## src/rtl/uart_pkg.sv

```systemverilog
// Shared UART definitions: scheduler state encoding, default widths and
// the flow-control characters used by the XON/XOFF source.
package uart_pkg;

    localparam int DEF_DATA_W  = 8;
    localparam int DEF_GUARD_W = 8;
    localparam int DEF_FCNT_W  = 16;

    localparam logic [7:0] XON  = 8'h11;
    localparam logic [7:0] XOFF = 8'h13;

    typedef enum logic [2:0] {
        IDLE    = 3'd0,
        GRANT   = 3'd1,
        START   = 3'd2,
        WAIT_FI = 3'd3,
        GUARD   = 3'd4
    } sched_state_t;

endpackage

```

## src/rtl/uart_guard_timer.sv

```systemverilog
// Inter-frame guard timer: loads a tick count, decrements on baud ticks and
// flags the tick that takes the count from 1 to 0.
module uart_guard_timer #(
    parameter int GUARD_W = 8
) (
    input  logic               clk,
    input  logic               reset,
    input  logic               load_i,
    input  logic [GUARD_W-1:0] load_val_i,
    input  logic               tick_i,
    output logic               done_o
);

    logic [GUARD_W-1:0] count_d, count_q;

    always_comb begin
        count_d = count_q;
        if (load_i) begin
            count_d = load_val_i;
        end else if (tick_i && (count_q != '0)) begin
            count_d = count_q - GUARD_W'(1);
        end
    end

    // Expiry is the terminating tick itself, so the FSM leaves GUARD on it.
    assign done_o = tick_i && !load_i && (count_q == GUARD_W'(1));

    always_ff @(posedge clk) begin
        if (reset) begin
            count_q <= '0;
        end else begin
            count_q <= count_d;
        end
    end

endmodule

```

## src/rtl/uart_tx_scheduler.sv

```systemverilog
// Frame scheduler: arbitrates control characters over FIFO data, sequences
// one transmitter frame at a time and enforces the inter-frame guard time.
//
// state   | meaning
// IDLE    | waiting for an eligible source
// GRANT   | byte latched, ack/pop pulse to the winning source
// START   | start pulse to the transmitter
// WAIT_FI | frame on the wire, waiting for frame-finish
// GUARD   | counting guard ticks before the next grant
module uart_tx_scheduler
    import uart_pkg::*;
#(
    parameter int DATA_W  = DEF_DATA_W,
    parameter int GUARD_W = DEF_GUARD_W,
    parameter int FCNT_W  = DEF_FCNT_W
) (
    input  logic               clk,
    input  logic               reset,
    input  logic               tx_en_i,
    input  logic               cts_n_i,
    input  logic               tick_i,
    input  logic [GUARD_W-1:0] guard_cfg_i,
    input  logic               ctrl_req_i,
    input  logic [DATA_W-1:0]  ctrl_data_i,
    output logic               ctrl_ack,
    input  logic               fifo_empty_i,
    input  logic [DATA_W-1:0]  fifo_data_i,
    output logic               fifo_rd_en,
    output logic [DATA_W-1:0]  tx_data,
    output logic               start_tx,
    input  logic               trans_fi_i,
    output logic               busy,
    output logic               src_ctrl,
    output logic [FCNT_W-1:0]  frame_cnt
);

    sched_state_t       state_d, state_q;
    logic [DATA_W-1:0]  tx_data_d, tx_data_q;
    logic               src_ctrl_d, src_ctrl_q;
    logic [FCNT_W-1:0]  frame_cnt_d, frame_cnt_q;
    logic               ctrl_ack_d, ctrl_ack_q;
    logic               fifo_rd_en_d, fifo_rd_en_q;
    logic               start_tx_d, start_tx_q;
    logic               busy_d, busy_q;

    logic               elig_ctrl;
    logic               elig_fifo;
    logic               guard_load;
    logic               guard_done;

    assign elig_ctrl = tx_en_i && ctrl_req_i;
    assign elig_fifo = tx_en_i && !fifo_empty_i && !cts_n_i;

    uart_guard_timer #(
        .GUARD_W (GUARD_W)
    ) u_guard (
        .clk        (clk),
        .reset      (reset),
        .load_i     (guard_load),
        .load_val_i (guard_cfg_i),
        .tick_i     (tick_i),
        .done_o     (guard_done)
    );

    always_comb begin
        state_d     = state_q;
        tx_data_d   = tx_data_q;
        src_ctrl_d  = src_ctrl_q;
        frame_cnt_d = frame_cnt_q;
        guard_load  = 1'b0;

        case (state_q)
            IDLE: begin
                // Control characters win ties so XOFF is never stuck behind data.
                if (elig_ctrl) begin
                    state_d    = GRANT;
                    tx_data_d  = ctrl_data_i;
                    src_ctrl_d = 1'b1;
                end else if (elig_fifo) begin
                    state_d    = GRANT;
                    tx_data_d  = fifo_data_i;
                    src_ctrl_d = 1'b0;
                end
            end
            GRANT:   state_d = START;
            START:   state_d = WAIT_FI;
            WAIT_FI: begin
                if (trans_fi_i) begin
                    frame_cnt_d = frame_cnt_q + FCNT_W'(1);
                    if (guard_cfg_i == '0) begin
                        state_d = IDLE;
                    end else begin
                        guard_load = 1'b1;
                        state_d    = GUARD;
                    end
                end
            end
            GUARD: begin
                if (guard_done) begin
                    state_d = IDLE;
                end
            end
            default: state_d = IDLE;
        endcase

        ctrl_ack_d   = (state_d == GRANT) && src_ctrl_d;
        fifo_rd_en_d = (state_d == GRANT) && !src_ctrl_d;
        start_tx_d   = (state_d == START);
        busy_d       = (state_d != IDLE);
    end

    always_ff @(posedge clk) begin
        if (reset) begin
            state_q      <= IDLE;
            tx_data_q    <= '0;
            src_ctrl_q   <= 1'b0;
            frame_cnt_q  <= '0;
            ctrl_ack_q   <= 1'b0;
            fifo_rd_en_q <= 1'b0;
            start_tx_q   <= 1'b0;
            busy_q       <= 1'b0;
        end else begin
            state_q      <= state_d;
            tx_data_q    <= tx_data_d;
            src_ctrl_q   <= src_ctrl_d;
            frame_cnt_q  <= frame_cnt_d;
            ctrl_ack_q   <= ctrl_ack_d;
            fifo_rd_en_q <= fifo_rd_en_d;
            start_tx_q   <= start_tx_d;
            busy_q       <= busy_d;
        end
    end

    assign ctrl_ack   = ctrl_ack_q;
    assign fifo_rd_en = fifo_rd_en_q;
    assign start_tx   = start_tx_q;
    assign busy       = busy_q;
    assign tx_data    = tx_data_q;
    assign src_ctrl   = src_ctrl_q;
    assign frame_cnt  = frame_cnt_q;

endmodule

```

## config.mk

```make
export PLATFORM = sky130hd
export DESIGN_NAME = uart_tx_scheduler
export DESIGN_NICKNAME = d
export VERILOG_FILES = /design/src/rtl/uart_pkg.sv /design/src/rtl/uart_guard_timer.sv /design/src/rtl/uart_tx_scheduler.sv
export SDC_FILE = /design/constraint.sdc
export NUM_CORES = 1
export LEC_CHECK = 0
export ABC_CLOCK_PERIOD_IN_PS = 2850
export CAP_MARGIN = 25
export CORE_ASPECT_RATIO = 1.4
export CORE_UTILIZATION = 50
export CTS_BUF_LIST = sky130_fd_sc_hd__clkbuf_4
export CTS_CLUSTER_SIZE = 16
export DETAILED_ROUTE_END_ITERATION = 10
export GPL_ROUTABILITY_DRIVEN = 1
export GPL_TIMING_DRIVEN = 0
export PLACE_DENSITY = 0.86
export SYNTH_ARGS = -nofsm -noshare
export SYNTH_HDL_FRONTEND = slang
export SYNTH_SLANG_ARGS = --single-unit
```

## constraint.sdc

```tcl
create_clock -name clk -period 2.85 [get_ports clk]
set_clock_uncertainty 0.1 [all_clocks]
set_input_delay 0.57 -clock clk [delete_from_list [all_inputs] [get_ports clk]]
set_output_delay 0.57 -clock clk [all_outputs]
set_load 0.01 [all_outputs]
```

After elaboration in Yosys (flattened, before gate mapping)
Cells that the tools add are included.

operators by class
  add/sub/neg operators = 2
  multiply operators = 0
  divide/modulo/power cells = 0
  order comparisons = 0
  equal/unequal tests = 7
  shift-type cells = 0
  mux-type cells = 16
  bitwise gates (word level) = 0
  reductions and logical operators = 20

operators by type and width
  kind                   number
  $mux 8                 4
  $add 16x1->16 const B  1
  $mux 3                 5
  $pmux 3 s5             1
  $eq 3x2->1 const B     3
  $eq 8x1->1 const B     1
  $logic_and 1x1->1      8
  $logic_not 8->1        1
  $reduce_bool 8->1      1
  $sub 8x1->8 const B    1
  $eq 3x1->1 const B     2
  $mux 1                 6
  $logic_not 1->1        4
  $reduce_and 2->1       2
  $reduce_bool 2->1      2
  $eq 3x3->1 const B     1
  $logic_not 3->1        1
  $reduce_bool 3->1      1

word-level totals
  bits in registers = 40
  latch bits = 0
  RAM bits = 0
  ROM bits = 0
  output and inout bits = 29
  memories kept = 0

Depth between registers and ports, before layout
  depth in word-level cells = 11
  mapped depth = 6
  gate-level depth less buffers = 6

By module
From an unflattened synthesis, not the netlist that was laid out.

unflattened totals
  cells, all modules = 224
  area, all modules = 1,938.1 um2

by module, submodules not included
  module             times used  cells an instance  area each (um2)  seq. area each (um2)
  uart_tx_scheduler  1           162                1,401.3          640.6
  uart_guard_timer   1           62                 536.8            160.2

Least setup slack after synthesis
Ideal clock, no wire load.

  kind = input port to flip-flop
  start point = input port trans_fi_i
  end point = register frame_cnt_q[12], in the netlist frame_cnt[12]
  arrival time = 1.674 ns
  required time = 2.629 ns
  path slack = 0.955 ns
  stages on the path = 4
  cells stage by stage = nand4b_4 nor4_1 nand3_1 mux2_2

between the ends
  longest elaborated chain between the ends = 1

ends and longest elaborated chain
  element                            line                      RTL
  start, declared                    uart_tx_scheduler.sv:31   input logic trans_fi_i,
  $reduce_and 2->1 (no source line)  --
  end signal, assigned               uart_tx_scheduler.sv:126  frame_cnt_q <= frame_cnt_d;
  end, declared                      uart_tx_scheduler.sv:40   logic [FCNT_W-1:0] frame_cnt_d, frame_cnt_q;

No other way between the ends.
A chain may end at the register's enable or synchronous reset.

Final worst setup path
Same ends and word-level chain as after synthesis.

==> impl_metrics.tcl <==
set metrics [dict create \
    initial_core_util_pct 52.27 \
    fin_nets 329 \
    cp_top_family "simple AND/OR/NAND/NOR gates" \
    ys_seq_elements 40 \
    yosysWarnings 0 \
    grtUsageTotal_pct 23.40 \
    dp_hpwl_um 3297 \
    fp.dieW_um 54.16 \
    io_buffers 60 \
    slew_headroom_pct 34.95 \
    die_h_um 75.02 \
    overflow 0 \
    path_clk_slew_ns 0.12 \
    grt_max_degree 14 \
    drt_first_pass_iters 4 \
    yosys.area_share.simple_pct 29.11 \
    synth_cell_type_count 40 \
    final_area_um2 2638 \
    p_leak_nw 0.9384 \
    cts_tree "built" \
    avgSynthCellArea_um2 8.426 \
    status "finished, final reports clean" \
    seq_area_frac_synth_pct 42.05 \
    crit_path_end_kind "register" \
    period_minus_slack_ns 2.299 \
    cpPeakStageDelay_ns 0.66 \
    final_cells 336 \
    hold_slack_ns 0.3829 \
    cts_hold_buf 0 \
    diodes 0 \
    worstPathCellList "clkdlybuf4s50_1 -> nand4b_4 -> nor4_1 -> nand3_1 -> mux2_2" \
    root_buffer "clkbuf_4" \
    synthCells 226 \
    core_um2 3643 \
    synth-xor-area-share_pct 5.519 \
    numCtsBuffers 5 \
    worst-path-buf-inv 1 \
    post-route-util_pct 72.39 \
    grt_pass1_vias 1732 \
    syn_nets 262 \
    cts_buffer_depth 2 \
    rsz0062_at_grt "false" \
    hp-class "reg2reg" \
    drive_gt1_share_pct 5.442 \
    synth_ff_type "dfxtp_1" \
    placedInstanceArea_um2 2557 \
    powerDensity_nw_per_um2 567.4 \
    critPathArrivalTime_ns 2.45 \
    syn_area_um2 1904 \
    ant_nets 0 \
    dieArea_um2 4063 \
    rows 26 \
    vias 1884 \
    drt-vias-per-instance 5.607 \
    cpMaxStageDelayCell "nor4_1" \
    finalCritPeriodShare_pct 80.67 \
    worst_slew_pin_slew_ns 0.9668 \
    clock_sinks 40 \
    synth_compound_area_share_pct 15.51 \
    setup_violations 0 \
    grt_pass1_wl_um 7031 \
    ir_drop_uv 499.6 \
    synth-async-reset-ratio_pct 0 \
    wl_per_cell_um 12.62 \
    report.final.slew_viol_count 0 \
    critPathLaunchType "input pin" \
    crit_fanout 10 \
    synth_fa_ha_area_share_pct 2.628 \
    hold_violations 0 \
    crit_required_ns 3.00 \
    drv_cap 0 \
    syn_to_final_growth_pct 38.50 \
    clock_latency_ns 0.36 \
    htree_levels 2 \
    critPathKind "in2reg" \
    synth-edff-count 0 \
    ctsResizeCount 0 \
    synthMuxAreaShare_pct 1.708 \
    io_pins 61 \
    max_freq_mhz 434.9 \
    synth_top_family_by_area "simple AND/OR/NAND/NOR gates" \
    drc 0 \
    drt_iter0_markers 43 \
    routed_wl_um 4240 \
    gp_congestion 0.7905 \
    antenna_found_initial 0 \
    place_inst 328 \
    finalSetupTns_ns 0 \
    postCtsSetupRepairBufs 0 \
]
## tightest hold or removal path: stages, from the launching register on
cell and delay [ns]:
dfxtp_1 0.34, o31ai_1 0.06, a21oi_1 0.05
## synthesized netlist by cell type, types with 2 or more instances
cell      count  area (µm²)
dfxtp_1      40       800.8
nor2_1       33       123.9
nand2_1      19       71.32
nand3_1      14       70.07
a311oi_1      9       78.83
xnor2_1       9       78.83
a211oi_1      8       60.06
a21oi_1       8       40.04
clkbuf_1      7       26.28
inv_1         7       26.28
nor3_1        7       35.03
nor4_1        6       37.54
o21ai_0       5       25.02
or3_1         5       31.28
ha_1          4       50.05
nand4_1       4       25.02
or4_1         4       30.03
a31oi_1       3       18.77
o31ai_1       3       22.52
or2_1         3       18.77
xor2_1        3       26.28
and3_1        2       12.51
buf_2         2       10.01
mux2_2        2       22.52
nand2b_1      2       12.51
nor2b_1       2       12.51
nor3b_1       2       15.01
## report_power, final
part	total, mW	switching [mW]	internal (mW)
clock	0.377	0.194	0.183
sequential	0.675	0.0554	0.620
combinational	0.445	0.215	0.230
## through the flow
| step | setup slack (ns) | power (mW) |
|---|---|---|
| final | 0.5508 | 1.497 |
| after detailed placement | 0.1680 | 1.134 |
| after global placement | 0.1737 | 1.115 |
| after global routing | 0.4403 | 1.593 |
| after CTS | 0.5562 | 1.504 |
| after floorplan | 0.9554 | 0.9828 |
## cell type report
class                           count  area [µm²]
Buffer                             10       40.04
Tap cell                           42       52.55
Inverter                            7       26.28
Timing Repair Buffer               60       600.6
Sequential cell                    40       800.8
Clock inverter                      3       42.54
Multi-Input combinational cell    169        1037
Fill cell                         308        1006
Clock buffer                        5       37.54
## state kept, by name (all words and copies together) (netlist names)
| register | cells |
|---|---|
| busy | 1 |
| ctrl_ack | 1 |
| fifo_rd_en | 1 |
| frame_cnt | 16 |
| src_ctrl | 1 |
| start_tx | 1 |
| state_q | 3 |
| tx_data | 8 |
| u_guard.count_q | 8 |
## kinds of logic (layout without fill, tap and decap cells)
logic type,count (synthesis),in the layout
AOI/OAI and AO/OA,42,42
adders and majority gates,4,4
xor gates and xnor gates,12,12
and+or+nand+nor,108,108
muxes,3,3
DFF,40,40
buffers and inverters,17,85
## path summary, 6_finish.rpt
path                            from                 end  slack [ns]  cells after the start
setup reg to reg  u_guard.count_q[2]  u_guard.count_q[1]        0.74                      4
hold / removal         frame_cnt[15]       frame_cnt[15]        0.38                      2
setup / recovery          trans_fi_i       frame_cnt[12]        0.55                      5
hold reg to reg        frame_cnt[15]       frame_cnt[15]        0.38                      2
## cells in the final DEF (no fill, tap or decap), types with 2 or more instances in the layout
cell type and n:
ha_1 4, dfxtp_1 40, nor3b_1 2, inv_1 7, nand4_1 4, mux2_2 2
or4_1 4, nand2_1 19, clkbuf_4 5, a31oi_1 3, clkdlybuf4s50_1 60, or3_1 5
a21oi_1 8, a211oi_1 8, nor4_1 6, nor2b_1 2, nor3_1 7, o31ai_1 3
xnor2_1 9, o21ai_0 5, and3_1 2, a311oi_1 9, or2_1 3, clkbuf_1 7
nand2b_1 2, nand3_1 14, xor2_1 3, buf_2 2, nor2_1 33
## layer usage
metal | global-route usage [%] | vias up | share of wire (%)
met5 | 0 | - | 0
met4 | 6.553 | 0 | 1.3
met3 | 7.879 | 6 | 5.4
met2 | 44.04 | 60 | 51
met1 | 23.45 | 864 | 42
li1 | - | 954 | -
Power figures use the tool's default switching activity.
